File: config.mk
export PLATFORM = sky130hd
export DESIGN_NAME = telemetry_uart_tx_flat
export DESIGN_NICKNAME = d
export VERILOG_FILES = /design/src/rtl/telemetry_pkg.sv /design/src/rtl/telemetry_uart_tx_if.sv /design/src/rtl/uart_byte_tx.sv /design/src/rtl/telemetry_uart_tx.sv /design/src/flat_wrapper.sv
export SDC_FILE = /design/constraint.sdc
export NUM_CORES = 1
export LEC_CHECK = 0
export ABC_CLOCK_PERIOD_IN_PS = 3000
export BUFFER_PORTS_ARGS = -buffer_cell sky130_fd_sc_hd__buf_2
export CORE_MARGIN = 3
export CORE_UTILIZATION = 55
export DETAILED_ROUTE_END_ITERATION = 7
export PLACE_DENSITY_LB_ADDON = 0.05
export SETUP_SLACK_MARGIN = 0.2
export SYNTH_ARGS = -nofsm -noshare
export SYNTH_HDL_FRONTEND = slang
export SYNTH_HIERARCHICAL = 1
export SYNTH_SLANG_ARGS = --single-unit
File: constraint.sdc
create_clock -name clk -period 3 [get_ports clk]
set_input_delay 0.3 -clock clk [delete_from_list [all_inputs] [get_ports clk]]
set_output_delay 0.3 -clock clk [all_outputs]
set_load 0.02 [all_outputs]
File: src/rtl/telemetry_pkg.sv
// Shared constants and FSM state type for the telemetry UART transmitter.
package telemetry_pkg;

  localparam logic [7:0]  SYNC_BYTE     = 8'hA5;
  localparam int unsigned BITS_PER_BYTE = 10;

  typedef enum logic [1:0] {
    StIdle,
    StSync,
    StData,
    StCsum
  } pkt_state_e;

endpackage

File: src/rtl/telemetry_uart_tx_if.sv
// Sample intake handshake between the converter datapath and the telemetry transmitter.
interface telemetry_uart_tx_if;

  logic [7:0] sample_in;
  logic       sample_valid;
  logic       sample_ready;

  modport master (
    output sample_in,
    output sample_valid,
    input  sample_ready
  );

  modport slave (
    input  sample_in,
    input  sample_valid,
    output sample_ready
  );

endinterface

File: src/rtl/uart_byte_tx.sv
// 8N1 byte serialiser; byte_done is asserted in the last cycle of the stop bit so a
// load on that same edge produces back-to-back bytes.
module uart_byte_tx
  import telemetry_pkg::*;
#(
  parameter int unsigned CLK_DIV = 16
) (
  input  logic       clk,
  input  logic       rst_n,
  input  logic       load,
  input  logic [7:0] tx_byte,
  output logic       tx,
  output logic       byte_done
);

  localparam int unsigned DivW = (CLK_DIV > 1) ? $clog2(CLK_DIV) : 1;
  localparam int unsigned IdxW = $clog2(BITS_PER_BYTE);

  logic [DivW-1:0]          div_q;
  logic [IdxW-1:0]          idx_q;
  logic [BITS_PER_BYTE-1:0] frame_q;
  logic                     active_q;
  logic                     tx_q;
  logic                     bit_end;

  assign bit_end   = active_q && (div_q == DivW'(CLK_DIV - 1));
  assign byte_done = bit_end && (idx_q == IdxW'(BITS_PER_BYTE - 1));
  assign tx        = tx_q;

  // frame_q[0] always holds the bit currently on the line.
  always_ff @(posedge clk or negedge rst_n) begin
    if (!rst_n) begin
      active_q <= 1'b0;
      div_q    <= '0;
      idx_q    <= '0;
      frame_q  <= '1;
      tx_q     <= 1'b1;
    end else if (load) begin
      active_q <= 1'b1;
      div_q    <= '0;
      idx_q    <= '0;
      frame_q  <= {1'b1, tx_byte, 1'b0};
      tx_q     <= 1'b0;
    end else if (active_q) begin
      if (bit_end) begin
        div_q <= '0;
        if (byte_done) begin
          active_q <= 1'b0;
          tx_q     <= 1'b1;
        end else begin
          idx_q   <= idx_q + 1'b1;
          frame_q <= {1'b1, frame_q[BITS_PER_BYTE-1:1]};
          tx_q    <= frame_q[1];
        end
      end else begin
        div_q <= div_q + 1'b1;
      end
    end
  end

endmodule

File: src/rtl/telemetry_uart_tx.sv
// Telemetry transmitter: sample FIFO, checksum accumulator and packet FSM that sends
// sync byte, FRAME_LEN payload bytes and a mod-256 payload checksum.
module telemetry_uart_tx
  import telemetry_pkg::*;
#(
  parameter int unsigned CLK_DIV    = 16,
  parameter int unsigned FRAME_LEN  = 4,
  parameter int unsigned FIFO_DEPTH = 8
) (
  input  logic                clk,
  input  logic                rst_n,
  input  logic                ena,
  telemetry_uart_tx_if.slave  smp,
  output logic                tx,
  output logic                busy,
  output logic                pkt_done
);

  localparam int unsigned PtrW = $clog2(FIFO_DEPTH);
  localparam int unsigned CntW = PtrW + 1;
  localparam int unsigned LenW = (FRAME_LEN > 1) ? $clog2(FRAME_LEN) : 1;

  logic [7:0]      mem_q [FIFO_DEPTH];
  logic [PtrW-1:0] wr_ptr_q, rd_ptr_q;
  logic [CntW-1:0] count_q;
  logic            full, push, pop;
  logic [7:0]      head;

  pkt_state_e      state_q;
  logic [LenW-1:0] data_cnt_q;
  logic [7:0]      csum_q;
  logic            busy_q, pkt_done_q;

  logic            start, last_payload, load, byte_done;
  logic [7:0]      load_byte;

  assign full             = (count_q == CntW'(FIFO_DEPTH));
  assign smp.sample_ready = !full;
  assign push             = smp.sample_valid && !full;
  assign head             = mem_q[rd_ptr_q];

  always_ff @(posedge clk) begin
    if (push) begin
      mem_q[wr_ptr_q] <= smp.sample_in;
    end
  end

  always_ff @(posedge clk or negedge rst_n) begin
    if (!rst_n) begin
      wr_ptr_q <= '0;
      rd_ptr_q <= '0;
      count_q  <= '0;
    end else begin
      if (push) wr_ptr_q <= wr_ptr_q + 1'b1;
      if (pop)  rd_ptr_q <= rd_ptr_q + 1'b1;
      unique case ({push, pop})
        2'b10:   count_q <= count_q + 1'b1;
        2'b01:   count_q <= count_q - 1'b1;
        default: count_q <= count_q;
      endcase
    end
  end

  assign start        = ena && (count_q >= CntW'(FRAME_LEN));
  assign last_payload = (data_cnt_q == LenW'(FRAME_LEN - 1));

  // Each byte is loaded (and payload popped) on the edge its start bit begins.
  always_comb begin
    load      = 1'b0;
    load_byte = SYNC_BYTE;
    pop       = 1'b0;
    unique case (state_q)
      StIdle: load = start;
      StSync: begin
        load      = byte_done;
        load_byte = head;
        pop       = byte_done;
      end
      StData: begin
        load      = byte_done;
        load_byte = last_payload ? csum_q : head;
        pop       = byte_done && !last_payload;
      end
      default: ;
    endcase
  end

  always_ff @(posedge clk or negedge rst_n) begin
    if (!rst_n) begin
      state_q    <= StIdle;
      data_cnt_q <= '0;
      csum_q     <= '0;
      busy_q     <= 1'b0;
      pkt_done_q <= 1'b0;
    end else begin
      pkt_done_q <= 1'b0;
      if (pop) csum_q <= csum_q + head;
      unique case (state_q)
        StIdle: if (start) begin
          state_q    <= StSync;
          busy_q     <= 1'b1;
          csum_q     <= '0;
          data_cnt_q <= '0;
        end
        StSync: if (byte_done) state_q <= StData;
        StData: if (byte_done) begin
          if (last_payload) state_q <= StCsum;
          else              data_cnt_q <= data_cnt_q + 1'b1;
        end
        StCsum: if (byte_done) begin
          state_q    <= StIdle;
          busy_q     <= 1'b0;
          pkt_done_q <= 1'b1;
        end
        default: state_q <= StIdle;
      endcase
    end
  end

  assign busy     = busy_q;
  assign pkt_done = pkt_done_q;

  uart_byte_tx #(
    .CLK_DIV (CLK_DIV)
  ) u_byte_tx (
    .clk       (clk),
    .rst_n     (rst_n),
    .load      (load),
    .tx_byte   (load_byte),
    .tx        (tx),
    .byte_done (byte_done)
  );

endmodule

File: src/flat_wrapper.sv
// flat-port wrapper written by rule: the top's interface ports become plain ports
module telemetry_uart_tx_flat import telemetry_pkg::*;
#(
  parameter int unsigned CLK_DIV    = 16,
  parameter int unsigned FRAME_LEN  = 4,
  parameter int unsigned FIFO_DEPTH = 8
)
  (clk, rst_n, ena, tx, busy, pkt_done, smp_sample_in, smp_sample_valid, smp_sample_ready);
  telemetry_uart_tx_if smp_i ();
  input  logic clk;
  input  logic rst_n;
  input  logic ena;
  output logic tx;
  output logic busy;
  output logic pkt_done;
  input wire logic [$bits(smp_i.sample_in)-1:0] smp_sample_in;
  input wire logic [$bits(smp_i.sample_valid)-1:0] smp_sample_valid;
  output wire logic [$bits(smp_i.sample_ready)-1:0] smp_sample_ready;
  assign smp_i.sample_in = smp_sample_in;
  assign smp_i.sample_valid = smp_sample_valid;
  assign smp_sample_ready = smp_i.sample_ready;
  telemetry_uart_tx #(.CLK_DIV(CLK_DIV), .FRAME_LEN(FRAME_LEN), .FIFO_DEPTH(FIFO_DEPTH)) u_core (.clk(clk), .rst_n(rst_n), .ena(ena), .smp(smp_i), .tx(tx), .busy(busy), .pkt_done(pkt_done));
endmodule
==> results of run 1 <==
-- per-stage QoR --
stage	power [mW]	hold WS (ps)	instance area (um^2)	cells
3_5_place_dp	2.30	503	5370	507
6_report	3.16	80.8	5780	536
2_1_floorplan	2.12	4.41	5100	383
3_3_place_gp	2.28	493	5370	507
5_1_grt	3.32	129	5780	536
4_1_cts	3.19	91.2	5750	534
-- flip-flops by register name (all words and copies together) (netlist names), 2 cells and up --
signal	cells
u_core/count_q	4
u_core/csum_q	8
u_core/data_cnt_q	2
u_core/mem_q	64
u_core/rd_ptr_q	3
u_core/state_q	2
u_core/u_byte_tx/div_q	4
u_core/u_byte_tx/frame_q	8
u_core/u_byte_tx/idx_q	4
u_core/wr_ptr_q	3
-- worst register-to-register path: cells and delay by family, from the launching register on --
kind,cells,cell delay [ps]
and+or+nand+nor,2,210
AOI/OAI and AO/OA,3,510
buffers and inverters,1,150
DFF,1,440
muxes,2,800
adders and majority gates,2,550
-- area by class of cell --
class / instances / area, um^2 / share of cell area
Inverter: 13 / 48.8 / 0.00844
Tap cell: 108 / 135 / 0.0234
Timing Repair Buffer: 44 / 367 / 0.0634
Clock buffer: 9 / 124 / 0.0214
Multi-Input combinational cell: 249 / 2060 / 0.356
Clock inverter: 7 / 66.3 / 0.0115
Sequential cell: 106 / 2990 / 0.516
-- worst max path at each step --
stage,start,end,cells after the start
after floorplan,u_core/rd_ptr_q[0],u_core/csum_q[7],10
after global placement,u_core/rd_ptr_q[0],u_core/csum_q[6],10
after detailed placement,u_core/rd_ptr_q[0],u_core/csum_q[6],10
after CTS,u_core/rd_ptr_q[0],u_core/csum_q[6],10
after global routing,u_core/rd_ptr_q[0],u_core/csum_q[7],10
final,u_core/rd_ptr_q[0],u_core/csum_q[6],10
-- metal layers --
| layer | vias up | share of wire | global-route usage |
|---|---|---|---|
| li1 | 1508 | - | - |
| met1 | 1581 | 0.45 | 0.262 |
| met2 | 77 | 0.49 | 0.331 |
| met3 | 18 | 0.043 | 0.0478 |
| met4 | 0 | 0.015 | 0.0696 |
| met5 | - | 0 | 0 |
-- logic make-up after synthesis --
group / after synthesis / synth area share
AO/OA/AOI/OAI: 68 / 0.0805
AND/OR/NAND/NOR: 119 / 0.119
multiplexers: 28 / 0.106
buffers and inverters: 28 / 0.0276
flip-flops: 106 / 0.587
XOR/XNOR: 11 / 0.0190
adder cells (fa/ha/maj): 23 / 0.0596
-- placed cells by master (no fill, tap or decap), types with 11 or more instances in the layout --
master,Yosys,final
a21oi_1,22,16
buf_2,3,15
buf_4,2,23
dfrtp_1,33,32
edfxtp_1,64,64
ha_1,21,14
inv_1,12,12
mux4_2,3,11
nand2_1,37,37
nand3_1,18,17
nor2_1,20,19
o21ai_0,23,23
-- repair_timing --
item,4_1_cts,5_1_grt
setup endpoints to repair,3,5
resized for setup,25,7
setup buffers,10,2
cloned,1,0
pin swaps,8,4
-- power breakdown --
group	leakage [nW]	total (mW)	switching, mW	internal (mW)
combinational	1.07	0.503	0.278	0.225
sequential	1.05	1.81	0.0847	1.73
clock	0.0973	0.847	0.523	0.325
total	2.22	3.16	0.886	2.28
==> impl_metrics.csv, run 1 <==
group,metric,value,unit
logic_synthesis,netlist.area_leader.share,0.378,
placement,place_ws,93.1,ps
placement,place_congestion,0.783,
logic_synthesis,syn_area,0.00508,mm^2
layout,antenna_cells,0,
layout,fin_nets,458,
logic_synthesis,synth_fp_nets,418,
floorplan,initial_core_util,0.574,
logic_synthesis,syn_avg_cell_area,13.3,um^2
routing,drc_errors,0,
logic_synthesis,netlist_top_cells_area,"edfxtp_1 (38%), dfrtp_1 (16%), mux4_1 (6.7%), ha_1 (5.2%), dfstp_2 (4.7%)",
setup_path,path_common_cell,"a21o_1",
sta,rsz0062_at_grt,"true",
grt,grt_first_pass_wirelength,15.9,mm
setup_path,r2r_start,"u_core/rd_ptr_q[0]",
setup_path,crit_family,"multiplexers",
sta,finalCriticalPeriod,2780,ps
flow_run,maxCapViolCount,0,
grt,grt.overflow.total,0,
layout,fin_util,0.653,
layout,fill_cells,669,
logic_synthesis,yosysTopAreaCell,"edfxtp_1",
routing,ant_nets,0,
setup_path,rr_worst_depth,10,
clock_network,cts_hold_buf,0,
setup_path,cpPeakStageDelay,500,ps
floorplan,die_h,102,um
sta,hold_violations,0,
clock_network,h-tree-depth,3,
floorplan,design.die.area,0.0104,mm^2
floorplan,pin_count,16,
setup_path,r2r-end,"u_core/csum_q[6]",
grt,antenna_found_initial,0,
sta,worst_pin_slew,959,ps
placement,dp_hpwl,6.34,mm
logic_synthesis,synth.most_common_cell,"edfxtp_1",
routing,drt-vias-per-instance,5.94,
placement,port_buffers,15,
floorplan,fp-row-count,34,
routing,wire_per_inst,18.4,um
logic_synthesis,synth-seq-cells,106,
setup_path,setup.worst_path.class,"reg2reg",
setup_path,rrSetupSlack,220,ps
grt,grt_start_max_net_pins,43,
power,vdd_drop_max,0.341,mV
setup_path,end_kind,"flop",
logic_synthesis,async_reset_ff_frac,0.396,
logic_synthesis,syn_inst,383,
setup_path,cp_num_buf_inv,1,
grt,first_global_vias,3106,
grt,track_usage,0.201,
clock_network,tritoncts,"yes",
routing,routed-via-count,3184,
clock_network,root_buffer,"clkbuf_8",
sta,final_max_slew_viol_count,0,
logic_synthesis,synth-seq-area-share,0.587,
clock_network,clockBufferDepth,2,
logic_synthesis,ys_top_cells_by_count,"edfxtp_1 (64), nand2_1 (37), dfrtp_1 (33)",
power,power_density,547,mW/mm^2
sta,setup_violations,0,
clock_network,worstSkewPairLatency,370,ps
power,p_leak,2.22,nW
logic_synthesis,synth_top_flop_cell,"edfxtp_1",
sta,min_period_over_period,0.928,
layout,area_growth_syn_to_layout,13.8,%
sta,relSlewSlack,0.360,
setup_path,crit_required,3250,ps
setup_path,cp.arrival,3030,ps
sta,setup_tns,0,ps
clock_network,cts_inserted_buffers,9,
floorplan,dieWidth,102,um
setup_path,worstSetupStartpointType,"flop",
logic_synthesis,synth.lib_cells_used.distinct,52,
setup_path,crit_chain,"buf_12 > mux4_2 > mux2_2 > ha_2 > fa_2 > a21o_1 > a21o_1 > a21oi_2 > nand3b_1 > nand3_1",
setup_path,path_max_fanout,7,
clock_network,clk_pin_slew,100,ps
clock_network,cts_sinks,106,
sta,fmax,359,MHz
logic_synthesis,synth_edf_count,64,
outcome,status,"complete, no violations",
floorplan,core,0.00885,mm^2
setup_path,crit_slowest_cell,"mux4_2",
routing,drtIter0Drc,172,
routing,drt-total-wl,9.85,mm
sta,finClkSkew,10.7,ps
layout,drive_gt1_frac,0.259,
routing,dr.pass1.iters,5,
logic_synthesis,ys_warn_count,6,
sta,setup_ws,216,ps
min_path,worstHoldPathType,"in2async",
Power figures use the tool's default switching activity.
==> inputs of run 2 (changes only) <==
ABC_AREA = 1   (was unset)
==> impl_metrics.csv, run 2 <==
group,metric,value,unit
placement,placed_area,0.00546,mm^2
grt,grt.overflow.total,0,
placement,dp_hpwl,7.13,mm
routing,routed-via-count,3699,
power,clockPowerShare,0.274,
setup_path,rrSetupSlack,490,ps
logic_synthesis,synth_compound_area_frac,0.0962,
logic_synthesis,netlist.area_leader.share,0.368,
clock_network,cts_sinks,106,
routing,drtIter0Drc,233,
grt,antenna_found_initial,0,
sta,worst_pin_slew,951,ps
logic_synthesis,syn_inst,532,
layout,area_growth_syn_to_layout,9.07,%
sta,finClkSkew,14.5,ps
setup_path,crit_required,3270,ps
sta,relSlewSlack,0.366,
outcome,status,"complete, no violations",
clock_network,clockBufferDepth,2,
sta,setup_violations,0,
layout,largestRegisters,"u_core/mem_q x64, u_core/csum_q x8, u_core/u_byte_tx/frame_q x8",
logic_synthesis,synth_mux_area_frac,0,
power,p_int,2.19,mW
layout,largest_reg_flops,64,
power,power_density,538,mW/mm^2
layout,layout_commonest_cell,"nand2_1",
logic_synthesis,ys_warn_count,6,
power,vdd_drop_max,0.423,mV
logic_synthesis,synth.lib_cells_used.distinct,38,
setup_path,worstSetupStartpointType,"flop",
floorplan,fp-row-count,34,
clock_network,worstSkewPairLatency,370,ps
min_path,worstHoldPathType,"in2async",
sta,min_period_over_period,0.838,
flow_run,maxCapViolCount,0,
logic_synthesis,synth-xor-area-share,0.0201,
setup_path,end_kind,"flop",
layout,largest_register,"u_core/mem_q",
sta,setup_tns,0,ps
logic_synthesis,ys_top_cells_by_count,"nand2_1 (131), edfxtp_1 (64), nor2_1 (61)",
logic_synthesis,synth-seq-area-share,0.571,
power,p_leak,2.55,nW
sta,finalCriticalPeriod,2510,ps
setup_path,cp.arrival,2780,ps
logic_synthesis,syn_area,0.00523,mm^2
layout,fin_nets,599,
placement,place_ws,327,ps
setup_path,path_max_fanout,5,
power,share_comb_of_total_power,0.142,
logic_synthesis,synth_edf_count,64,
floorplan,die_h,104,um
routing,dr.pass1.iters,5,
sta,setup_ws,487,ps
logic_synthesis,netlist_top_cells_area,"edfxtp_1 (37%), dfrtp_1 (16%), nand2_1 (9.4%), ha_1 (5.0%), dfstp_2 (4.5%)",
placement,port_buffers,15,
logic_synthesis,synth-simple-area-share,0.193,
routing,drt-vias-per-instance,5.32,
logic_synthesis,synth.most_common_cell,"nand2_1",
logic_synthesis,async_reset_ff_frac,0.396,
logic_synthesis,synth_fp_nets,567,
placement,dp.cells,674,
grt,grt_first_pass_wirelength,17.1,mm
routing,drc_errors,0,
clock_network,root_buffer,"clkbuf_8",
logic_synthesis,syn_avg_cell_area,9.83,um^2
routing,wire_per_inst,15.0,um
floorplan,dieWidth,104,um
routing,ant_nets,0,
grt,grt_start_max_net_pins,43,
sta,hold_violations,0,
grt,first_global_vias,3480,
floorplan,initial_core_util,0.583,
routing,drt-total-wl,10.4,mm
layout,layout.cells.non_filler,695,
floorplan,pin_count,16,
logic_synthesis,synthAdderAreaFrac,0.0579,
placement,place_congestion,0.760,
sta,final_max_slew_viol_count,0,
sta,fmax,398,MHz
clock_network,clk_pin_slew,110,ps
sta,rsz0062_at_grt,"false",
power,swShare,0.286,
grt,track_usage,0.200,
logic_synthesis,yosysTopAreaCell,"edfxtp_1",
floorplan,core,0.00898,mm^2
layout,final_cell_mix,"nand2_1 (131), edfxtp_1 (64), nor2_1 (61), inv_1 (49), o21ai_0 (39)",
layout,fill_cells,741,
layout,antenna_cells,0,
setup_path,setup.worst_path.class,"reg2reg",
power,p_seq_frac,0.584,
layout,drive_gt1_frac,0.160,
layout,final_cell_area,0.00570,mm^2
logic_synthesis,synth_top_flop_cell,"edfxtp_1",
clock_network,h-tree-depth,3,
clock_network,cts_inserted_buffers,9,
power,p_sw,0.877,mW
logic_synthesis,synth_top_family_by_area,"simple AND/OR/NAND/NOR gates",
logic_synthesis,synth-seq-cells,106,
clock_network,tritoncts,"yes",
floorplan,design.die.area,0.0107,mm^2
## run 2: changes by cell type in the layout (fill, tap and decap cells not counted), sizes merged, moves of 6 or more
cell,delta
o21ai,+29
nor2b,-8
nand2,+104
nor2,+45
inv,+38
a21oi,-6
nor3,-8
mux2,-9
mux4,-16
buf,-9
o22ai,+12
## run 2: area by class of cell
class	instances	area, um^2	share of cell area
Clock inverter	7	68.8	0.0121
Timing Repair Buffer	35	238	0.0417
Tap cell	126	158	0.0276
Inverter	54	209	0.0366
Sequential cell	106	2990	0.523
Multi-Input combinational cell	358	1920	0.337
Clock buffer	9	124	0.0217
## run 2: power groups by stage
| stage | registers (mW) | logic, mW | clock network [mW] |
|---|---|---|---|
| floorplan | 1.81 | 0.288 | 0 |
| global placement | 1.82 | 0.428 | 0 |
| detailed placement | 1.82 | 0.438 | 0 |
| CTS | 1.79 | 0.440 | 0.865 |
| global route | 1.81 | 0.492 | 0.920 |
| finish | 1.79 | 0.435 | 0.842 |
## run 2: critical path: stages (launching register included)
cell	delay (ps)
dfrtp_1	410
ha_1	180
nand2_2	80
nor2_4	160
inv_1	90
nor2_1	130
nand2_1	160
nor2_8	160
ha_1	220
ha_1	250
nand2_1	70
nand2_1	50
a21oi_1	160
nor2_1	60
nor2_1	80
nand2_1	60
xnor2_1	120
## run 2: repair_timing
action                                  CTS  global route
hold buffers                              0             0
gates resized for setup                   0             2
endpoints found under the setup margin    0             7
setup buffers                             0             5
## run 2: path summary, 6_finish.rpt
| kind | start | endpoint | cells after the start |
|---|---|---|---|
| max | u_core/u_byte_tx/div_q[0] | u_core/count_q[3] | 16 |
| min | rst_n | u_core/rd_ptr_q[1] | 1 |
| max reg2reg | u_core/u_byte_tx/div_q[0] | u_core/count_q[3] | 16 |
| min reg2reg | u_core/u_byte_tx/frame_q[7] | u_core/u_byte_tx/frame_q[7] | 2 |
| max in group asynchronous | rst_n | u_core/rd_ptr_q[0] | 1 |
| min in group clk | smp_sample_in[3] | u_core/mem_q[4][3] | 1 |
## run 2: cells by family (layout without fill, tap and decap cells)
family                     Yosys count  count (layout)
AOI/OAI and AO/OA                   90              90
DFF                                106             106
adders and majority gates           23              23
xor gates and xnor gates            12              12
and+or+nand+nor                    233             233
buffers and inverters               68             105
## run 2: per-stage QoR
step | power, mW | utilization | hold WS, ps
detailed placement | 2.26 | 0.608 | 460
CTS | 3.10 | 0.629 | 86.3
finish | 3.07 | 0.635 | 60.6
global placement | 2.24 | 0.608 | 458
floorplan | 2.09 | - | 4.41
global route | 3.22 | 0.635 | 133
## run 2: layer usage
| metal | vias up | part of all wire | global-route usage |
|---|---|---|---|
| li1 | 1838 | - | - |
| met1 | 1766 | 0.48 | 0.293 |
| met2 | 85 | 0.45 | 0.301 |
| met3 | 10 | 0.052 | 0.0429 |
| met4 | 0 | 0.013 | 0.0617 |
| met5 | - | 0 | 0 |
